$ cat src/rtl/up2_uart_pkg.sv
`default_nettype none
// +----------------------------------------------------------------------------+
// | up2_uart_pkg                                                               |
// | Shared UART types and frame constants for the transmitter and receiver.    |
// | Revision: 1.0                                                              |
// +----------------------------------------------------------------------------+
package up2_uart_pkg;

  localparam int DEFAULT_CLKS_PER_BIT = 434;
  localparam int DATA_BITS            = 8;
  localparam int FRAME_BITS           = DATA_BITS + 2;

  typedef enum logic [1:0] {
    ST_IDLE  = 2'd0,
    ST_START = 2'd1,
    ST_DATA  = 2'd2,
    ST_STOP  = 2'd3
  } uart_state_e;

  // Width of a counter that must hold 0..n-1; never narrower than one bit.
  function automatic int cnt_width(input int n);
    return (n <= 2) ? 1 : $clog2(n);
  endfunction

endpackage
`default_nettype wire

$ cat src/rtl/up2_uart_tx_if.sv
`default_nettype none
// +----------------------------------------------------------------------------+
// | up2_uart_tx_if                                                             |
// | Byte producer handshake (data/valid/ready) into the UART transmitter.      |
// | Revision: 1.0                                                              |
// +----------------------------------------------------------------------------+
interface up2_uart_tx_if;
  import up2_uart_pkg::*;

  logic [DATA_BITS-1:0] data;
  logic                 valid;
  logic                 ready;

  modport master (output data, output valid, input ready);
  modport slave  (input data, input valid, output ready);

endinterface
`default_nettype wire

$ cat src/rtl/up2_uart_fifo.sv
`default_nettype none
// +----------------------------------------------------------------------------+
// | up2_uart_fifo                                                              |
// | DEPTH x WIDTH synchronous FIFO with wrap-around pointers and fill count.   |
// | Revision: 1.0                                                              |
// +----------------------------------------------------------------------------+
module up2_uart_fifo #(
  parameter int  DEPTH = 4,
  parameter int  WIDTH = 8,
  localparam int PTR_W = $clog2(DEPTH),
  localparam int CNT_W = PTR_W + 1
) (
  input  wire              clk,
  input  wire              nRst,
  input  wire              push,
  input  wire [WIDTH-1:0]  push_data,
  input  wire              pop,
  output logic [WIDTH-1:0] pop_data,
  output logic             full,
  output logic             empty,
  output logic [CNT_W-1:0] count
);

  logic [WIDTH-1:0] mem_q [DEPTH];
  logic [PTR_W-1:0] wr_ptr_q, wr_ptr_d;
  logic [PTR_W-1:0] rd_ptr_q, rd_ptr_d;
  logic [CNT_W-1:0] count_q, count_d;
  logic             do_push;
  logic             do_pop;

  assign full     = (count_q == CNT_W'(DEPTH));
  assign empty    = (count_q == '0);
  assign count    = count_q;
  assign pop_data = mem_q[rd_ptr_q];

  // Guarded so a misbehaving caller can never corrupt the pointers.
  always_comb begin
    do_push  = push && !full;
    do_pop   = pop && !empty;
    wr_ptr_d = wr_ptr_q;
    rd_ptr_d = rd_ptr_q;
    count_d  = count_q;
    if (do_push) wr_ptr_d = wr_ptr_q + PTR_W'(1);
    if (do_pop)  rd_ptr_d = rd_ptr_q + PTR_W'(1);
    case ({do_push, do_pop})
      2'b10:   count_d = count_q + CNT_W'(1);
      2'b01:   count_d = count_q - CNT_W'(1);
      default: count_d = count_q;
    endcase
  end

  always_ff @(posedge clk or negedge nRst) begin
    if (!nRst) begin
      wr_ptr_q <= '0;
      rd_ptr_q <= '0;
      count_q  <= '0;
    end else begin
      wr_ptr_q <= wr_ptr_d;
      rd_ptr_q <= rd_ptr_d;
      count_q  <= count_d;
    end
  end

  // Storage needs no reset: the count alone decides what is valid.
  always_ff @(posedge clk) begin
    if (do_push) mem_q[wr_ptr_q] <= push_data;
  end

endmodule
`default_nettype wire

$ cat src/rtl/up2_uart_tx.sv
`default_nettype none
// +----------------------------------------------------------------------------+
// | up2_uart_tx                                                                |
// | 8N1 UART transmitter with a small byte FIFO; frames go out back-to-back.   |
// | Revision: 1.0                                                              |
// +----------------------------------------------------------------------------+
module up2_uart_tx
  import up2_uart_pkg::*;
#(
  parameter int CLKS_PER_BIT = DEFAULT_CLKS_PER_BIT,
  parameter int DEPTH        = 4
) (
  input  wire            clk,
  input  wire            nRst,
  up2_uart_tx_if.slave   bus,
  output logic           tx,
  output logic           busy
);

  localparam int                BAUD_W    = cnt_width(CLKS_PER_BIT);
  localparam int                IDX_W     = cnt_width(DATA_BITS);
  localparam int                CNT_W     = $clog2(DEPTH) + 1;
  localparam logic [BAUD_W-1:0] BAUD_LAST = BAUD_W'(CLKS_PER_BIT - 1);
  localparam logic [IDX_W-1:0]  BIT_LAST  = IDX_W'(DATA_BITS - 1);

  uart_state_e          state_q, state_d;
  logic [BAUD_W-1:0]    baud_q, baud_d;
  logic [IDX_W-1:0]     bit_idx_q, bit_idx_d;
  logic [DATA_BITS-1:0] shift_q, shift_d;
  logic                 tx_q, tx_d;
  logic                 en_q, en_d;
  logic                 baud_done;

  logic                 fifo_push;
  logic                 fifo_pop;
  logic [DATA_BITS-1:0] fifo_dout;
  logic                 fifo_full;
  logic                 fifo_empty;
  logic [CNT_W-1:0]     fifo_count;

  // en_q keeps ready low until the first edge after reset release.
  assign bus.ready = en_q && !fifo_full;
  assign fifo_push = bus.valid && bus.ready;
  assign tx        = tx_q;
  assign busy      = (state_q != ST_IDLE) || (fifo_count != '0);

  up2_uart_fifo #(
    .DEPTH (DEPTH),
    .WIDTH (DATA_BITS)
  ) u_fifo (
    .clk       (clk),
    .nRst      (nRst),
    .push      (fifo_push),
    .push_data (bus.data),
    .pop       (fifo_pop),
    .pop_data  (fifo_dout),
    .full      (fifo_full),
    .empty     (fifo_empty),
    .count     (fifo_count)
  );

  always_comb begin
    state_d   = state_q;
    baud_d    = baud_q;
    bit_idx_d = bit_idx_q;
    shift_d   = shift_q;
    tx_d      = tx_q;
    en_d      = 1'b1;
    fifo_pop  = 1'b0;
    baud_done = (baud_q == BAUD_LAST);

    if (state_q != ST_IDLE) begin
      baud_d = baud_done ? '0 : baud_q + BAUD_W'(1);
    end

    case (state_q)
      ST_IDLE: begin
        tx_d = 1'b1;
        if (!fifo_empty) begin
          fifo_pop = 1'b1;
          shift_d  = fifo_dout;
          tx_d     = 1'b0;
          baud_d   = '0;
          state_d  = ST_START;
        end
      end

      ST_START: begin
        if (baud_done) begin
          tx_d      = shift_q[0];
          bit_idx_d = '0;
          state_d   = ST_DATA;
        end
      end

      ST_DATA: begin
        if (baud_done) begin
          if (bit_idx_q == BIT_LAST) begin
            tx_d    = 1'b1;
            state_d = ST_STOP;
          end else begin
            shift_d   = shift_q >> 1;
            tx_d      = shift_q[1];
            bit_idx_d = bit_idx_q + IDX_W'(1);
          end
        end
      end

      ST_STOP: begin
        // A queued byte starts its start bit straight out of the stop bit.
        if (baud_done) begin
          if (!fifo_empty) begin
            fifo_pop = 1'b1;
            shift_d  = fifo_dout;
            tx_d     = 1'b0;
            state_d  = ST_START;
          end else begin
            state_d = ST_IDLE;
          end
        end
      end

      default: begin
        tx_d    = 1'b1;
        state_d = ST_IDLE;
      end
    endcase
  end

  always_ff @(posedge clk or negedge nRst) begin
    if (!nRst) begin
      state_q   <= ST_IDLE;
      baud_q    <= '0;
      bit_idx_q <= '0;
      shift_q   <= '0;
      tx_q      <= 1'b1;
      en_q      <= 1'b0;
    end else begin
      state_q   <= state_d;
      baud_q    <= baud_d;
      bit_idx_q <= bit_idx_d;
      shift_q   <= shift_d;
      tx_q      <= tx_d;
      en_q      <= en_d;
    end
  end

endmodule
`default_nettype wire

$ cat src/flat_wrapper.sv
// flat-port wrapper written by rule: the top's interface ports become plain ports
module up2_uart_tx_flat import up2_uart_pkg::*;
#(
  parameter int CLKS_PER_BIT = DEFAULT_CLKS_PER_BIT,
  parameter int DEPTH        = 4
)
  (clk, nRst, tx, busy, bus_data, bus_valid, bus_ready);
  up2_uart_tx_if bus_i ();
  input  wire clk;
  input  wire nRst;
  output logic tx;
  output logic busy;
  input wire logic [$bits(bus_i.data)-1:0] bus_data;
  input wire logic [$bits(bus_i.valid)-1:0] bus_valid;
  output wire logic [$bits(bus_i.ready)-1:0] bus_ready;
  assign bus_i.data = bus_data;
  assign bus_i.valid = bus_valid;
  assign bus_ready = bus_i.ready;
  up2_uart_tx #(.CLKS_PER_BIT(CLKS_PER_BIT), .DEPTH(DEPTH)) u_core (.clk(clk), .nRst(nRst), .bus(bus_i), .tx(tx), .busy(busy));
endmodule
$ cat config.mk
export PLATFORM = sky130hd
export DESIGN_NAME = up2_uart_tx_flat
export DESIGN_NICKNAME = d
export VERILOG_FILES = /design/src/rtl/up2_uart_pkg.sv /design/src/rtl/up2_uart_tx_if.sv /design/src/rtl/up2_uart_fifo.sv /design/src/rtl/up2_uart_tx.sv /design/src/flat_wrapper.sv
export SDC_FILE = /design/constraint.sdc
export NUM_CORES = 1
export LEC_CHECK = 0
export BUFFER_PORTS_ARGS = -buffer_cell sky130_fd_sc_hd__buf_4
export CELL_PAD_IN_SITES_DETAIL_PLACEMENT = 2
export CELL_PAD_IN_SITES_GLOBAL_PLACEMENT = 2
export CORE_AREA = 5 5 113 73
export CTS_CLUSTER_DIAMETER = 60
export DETAILED_ROUTE_END_ITERATION = 16
export DIE_AREA = 0 0 118 78
export MAX_ROUTING_LAYER = met4
export PLACE_DENSITY_LB_ADDON = 0.1
export SYNTH_ARGS = -nofsm -noshare
export SYNTH_HDL_FRONTEND = slang
export SYNTH_SLANG_ARGS = --single-unit
$ cat constraint.sdc
create_clock -name clk -period 5.4 [get_ports clk]
set_clock_uncertainty 0.1 [all_clocks]
set_input_delay 0 -clock clk [delete_from_list [all_inputs] [get_ports clk]]
set_output_delay 0 -clock clk [all_outputs]
set_load 0.02 [all_outputs]
==> reports/qor.log <==
qor: setup_path.regToRegSetupSlack 2.51 ns
qor: power.cell_internal_pwr 1.37 mW
qor: cells_and_area.insertedDiodeCount 0
qor: sta.finalHoldViolations 0
qor: sta.fmax 0.345 GHz
qor: global_routing.gr-usage-all-layers 0.178
qor: floorplanning.floorplan.initialDensity 0.430
qor: floorplanning.core_region_area 0.00703 mm2
qor: clock_tree.cts_max_path_buffers 2
qor: cells_and_area.multi_input_area 0.00118 mm2
qor: clock_tree.numCtsBuffers 9
qor: setup_path.endpoint_kind register
qor: floorplanning.boundaryPins 14
qor: sta.slew_margin_rel 0.410
qor: floorplanning.die_w 118 um
qor: floorplanning.fp.dieArea 0.00920 mm2
qor: global_routing.globalRoute.totalOverflow 0
qor: route.antenna_violating_nets_left 0
qor: clock_tree.cts_root_buf sky130_fd_sc_hd__clkbuf_16
qor: yosys.fraction_of_post_synthesis_cell_area_in_the_top_cell_type_by_area 0.318
qor: status.outcome completed
qor: setup_path.required 5.54 ns
qor: yosys.synth.top_cells.by_area sky130_fd_sc_hd__edfxtp_1 32%, sky130_fd_sc_hd__dfrtp_1 25%, sky130_fd_sc_hd__mux4_2 6.0%
qor: route.detailedRoute.firstPassIterationCount 4
qor: yosys.syn-cell-area 0.00302 mm2
qor: sta.worst_slew_pin_slew 0.878 ns
qor: power.powerDensity 585 mW/mm2
qor: power.power.switching_fraction 0.342
qor: route.average_routed_wire_per_standard_cell 21.9 um
qor: yosys.synth_cell_types 48
qor: yosys.number_of_synthesized_flops_with_an_enable_pin 32
qor: yosys.synth_top_cell_by_area sky130_fd_sc_hd__edfxtp_1
qor: yosys.synth.ff_latch_count 63
qor: cells_and_area.count_of_fill_cells_added_during_filler_insertion 672
qor: route.via_per_inst 5.49
qor: yosys.synth.cells.most_frequent 32 x sky130_fd_sc_hd__edfxtp_1, 30 x sky130_fd_sc_hd__dfrtp_1, 15 x sky130_fd_sc_hd__mux2_2, 14 x sky130_fd_sc_hd__ha_1
qor: clock_tree.cts_resized 0
qor: sta.fin_setup_tns 0 ns
qor: global_routing.first_global_vias 2050
qor: route.drt_iter0_drc 129
qor: place.place.gp.congestion 0.805
qor: sta.grt_setup_unrepaired no
qor: global_routing.global_route_wire_length_before_repair 11900 um
qor: min_path.timing.hold.worst.class input port to register
qor: cells_and_area.syn_to_final_growth 18.2%
qor: place.place.detailed.hpwl 5190 um
qor: power.leakage_component_of_the_power 1.42 nW
qor: cells_and_area.register_area 0.00174 mm2
qor: yosys.post_synth_inst_count 216
qor: power.p_comb_frac 0.345
qor: floorplanning.core.rowCount 24
qor: yosys.synth_warn 0
qor: clock_tree.cts.sinks 63
qor: setup_path.timing.critical_path.from_type register
qor: global_routing.largest_net_degree_at_the_start_of_global_routing 32
qor: clock_tree.cts_max_level 3
qor: place.portBuffers 13
qor: clock_tree.cts.clk_slew.worst_paths 0.05 ns
qor: power.clock_power_share 0.288
qor: yosys.post-synth-top-count-cell sky130_fd_sc_hd__edfxtp_1
qor: floorplanning.die_h 78 um
qor: sta.report.final.setup_viol 0
qor: yosys.synth.yosys.seq_area_share 0.576
qor: cells_and_area.layout_cell_share_with_drive_strength_beyond_1 0.252
qor: yosys.postSynthAreaPerCell 14.0 um2
qor: sta.report.final.slew_viol_count 0
qor: setup_path.worstPathArrival 3.04 ns
qor: yosys.ys.flop_type sky130_fd_sc_hd__edfxtp_1
qor: sta.period_share 0.536
qor: clock_tree.tritoncts yes
qor: yosys.synth_nets 242
qor: power.p_seq_frac 0.367
qor: route.drc 0
qor: global_routing.grt_antenna_before_repair 0
qor: cells_and_area.design.final.nets 267
qor: clock_tree.clk_latency 0.33 ns
qor: yosys.synth_async_sr_flop_share 0.492
qor: clock_tree.cts_setup_buffers 0
qor: sta.post-route-min-period 2.89 ns
qor: route.routed_wirelength 7370 um
qor: run.maxCapViolations 0
qor: power.switching_component_of_the_power 0.714 mW
qor: power.total_power 2.09 mW
qor: setup_path.setup.worst_path.class register to register
qor: setup_path.highest_net_fanout_along_the_worst_path 7
qor: route.num_vias 1849
qor: power.irDropWorstVdd 0.000267 V
-- routing by layer --
metal  vias to the layer above  track usage  share of wire
met1                       964        0.241           0.49
met4                         0       0.0653          0.016
li1                        849            -              -
met5                         -            -              0
met3                        11       0.0560          0.039
met2                        25        0.251           0.45
-- cells by family (layout without fill, tap and decap cells) --
family                     Yosys count  after routing  share of synthesized area
AOI/OAI and AO/OA                   39             39                     0.0933
xor gates and xnor gates             8              8                     0.0232
adders and majority gates           15             15                     0.0647
buffers and inverters               20             50                     0.0340
DFF                                 63             63                      0.576
muxes                               25             25                      0.124
other                                1              1                    0.00124
and+or+nand+nor                     45             45                     0.0841
-- cells in the final DEF, fill, tap and decap left out, types with 6 or more instances in the layout --
| cell | netlist | final |
|---|---|---|
| sky130_fd_sc_hd__a21oi_1 | 8 | 8 |
| sky130_fd_sc_hd__a31oi_1 | 7 | 7 |
| sky130_fd_sc_hd__buf_4 | 1 | 13 |
| sky130_fd_sc_hd__clkbuf_16 | 0 | 9 |
| sky130_fd_sc_hd__dfrtp_1 | 30 | 30 |
| sky130_fd_sc_hd__dlygate4sd3_1 | 0 | 9 |
| sky130_fd_sc_hd__edfxtp_1 | 32 | 32 |
| sky130_fd_sc_hd__ha_1 | 14 | 14 |
| sky130_fd_sc_hd__inv_1 | 11 | 11 |
| sky130_fd_sc_hd__mux2_2 | 15 | 15 |
| sky130_fd_sc_hd__mux4_2 | 8 | 8 |
| sky130_fd_sc_hd__nand2_1 | 11 | 11 |
| sky130_fd_sc_hd__nand3_1 | 6 | 6 |
| sky130_fd_sc_hd__nor2_1 | 6 | 6 |
| sky130_fd_sc_hd__o21ai_0 | 9 | 9 |
-- flip-flops by register name (all words and copies together) (netlist names), 2 cells and up --
name / count
u_core.state_q: 2
u_core.u_fifo.rd_ptr_q: 2
u_core.u_fifo.wr_ptr_q: 2
u_core.baud_q: 9
u_core.shift_q: 8
u_core.bit_idx_q: 3
u_core.u_fifo.count: 3
u_core.u_fifo.mem_q: 32
-- cell type report --
class | instances | share of cell area
clock buffer | 12 | 0.0662
clock inverter | 4 | 0.0196
inverter | 12 | 0.0126
multi-input combinational | 133 | 0.330
sequential | 63 | 0.487
tap | 91 | 0.0319
timing repair buffer | 22 | 0.0526
-- worst max-delay path: stages (launching register included) --
cell and delay [ns]:
sky130_fd_sc_hd__dfrtp_1 0.42, sky130_fd_sc_hd__inv_1 0.09, sky130_fd_sc_hd__ha_1 0.16, sky130_fd_sc_hd__and4b_1 0.46, sky130_fd_sc_hd__a31oi_1 0.22, sky130_fd_sc_hd__nor3_2 0.23, sky130_fd_sc_hd__ha_1 0.24, sky130_fd_sc_hd__inv_1 0.08
sky130_fd_sc_hd__fa_1 0.38, sky130_fd_sc_hd__xor2_1 0.16, sky130_fd_sc_hd__nor2_1 0.12, sky130_fd_sc_hd__xor2_1 0.17
-- path summary, 6_finish.rpt --
path	from	end	cells after the start
worst max-delay path	u_core.baud_q[1]$_DFF_PN0_	u_core.u_fifo.count[2]$_DFFE_PN0P_	11
worst min-delay path	bus_valid	u_core.u_fifo.wr_ptr_q[0]$_DFFE_PN0P_	3
worst max register to register	u_core.baud_q[1]$_DFF_PN0_	u_core.u_fifo.count[2]$_DFFE_PN0P_	11
worst min register to register	u_core.shift_q[2]$_DFFE_PN0P_	u_core.shift_q[2]$_DFFE_PN0P_	1
max in group asynchronous	nRst	u_core.tx$_DFFE_PN1P_	2
min in group asynchronous	nRst	u_core.shift_q[3]$_DFFE_PN0P_	2
-- what timing repair did --
action / in CTS / in global routing
hold buffers: 9 / 0
setup endpoints to repair: 0 / 0
endpoints found under the hold margin: 63 / 0
-- per-stage QoR --
stage | worst slack, ns | instance area [um2] | std cells | hold slack, ns | util
floorplan | 2.97 | 3020 | 216 | -0.396 | -
global placement | 2.72 | 3170 | 312 | -0.139 | 0.452
detailed placement | 2.54 | 3170 | 312 | -0.126 | 0.452
CTS | 2.49 | 3570 | 337 | 0.0326 | 0.508
global route | 2.38 | 3570 | 337 | 0.0753 | 0.508
finish | 2.51 | 3570 | 337 | 0.0421 | 0.508
-- power by group through the flow --
stage	logic [mW]	clock network, mW	registers, mW
CTS	0.730	0.615	0.768
detailed placement	0.710	0	0.772
floorplan	0.568	0	0.704
global placement	0.656	0	0.754
global route	0.787	0.636	0.785
finish	0.721	0.601	0.766
Note: power is estimated with default switching activity, not from simulation.
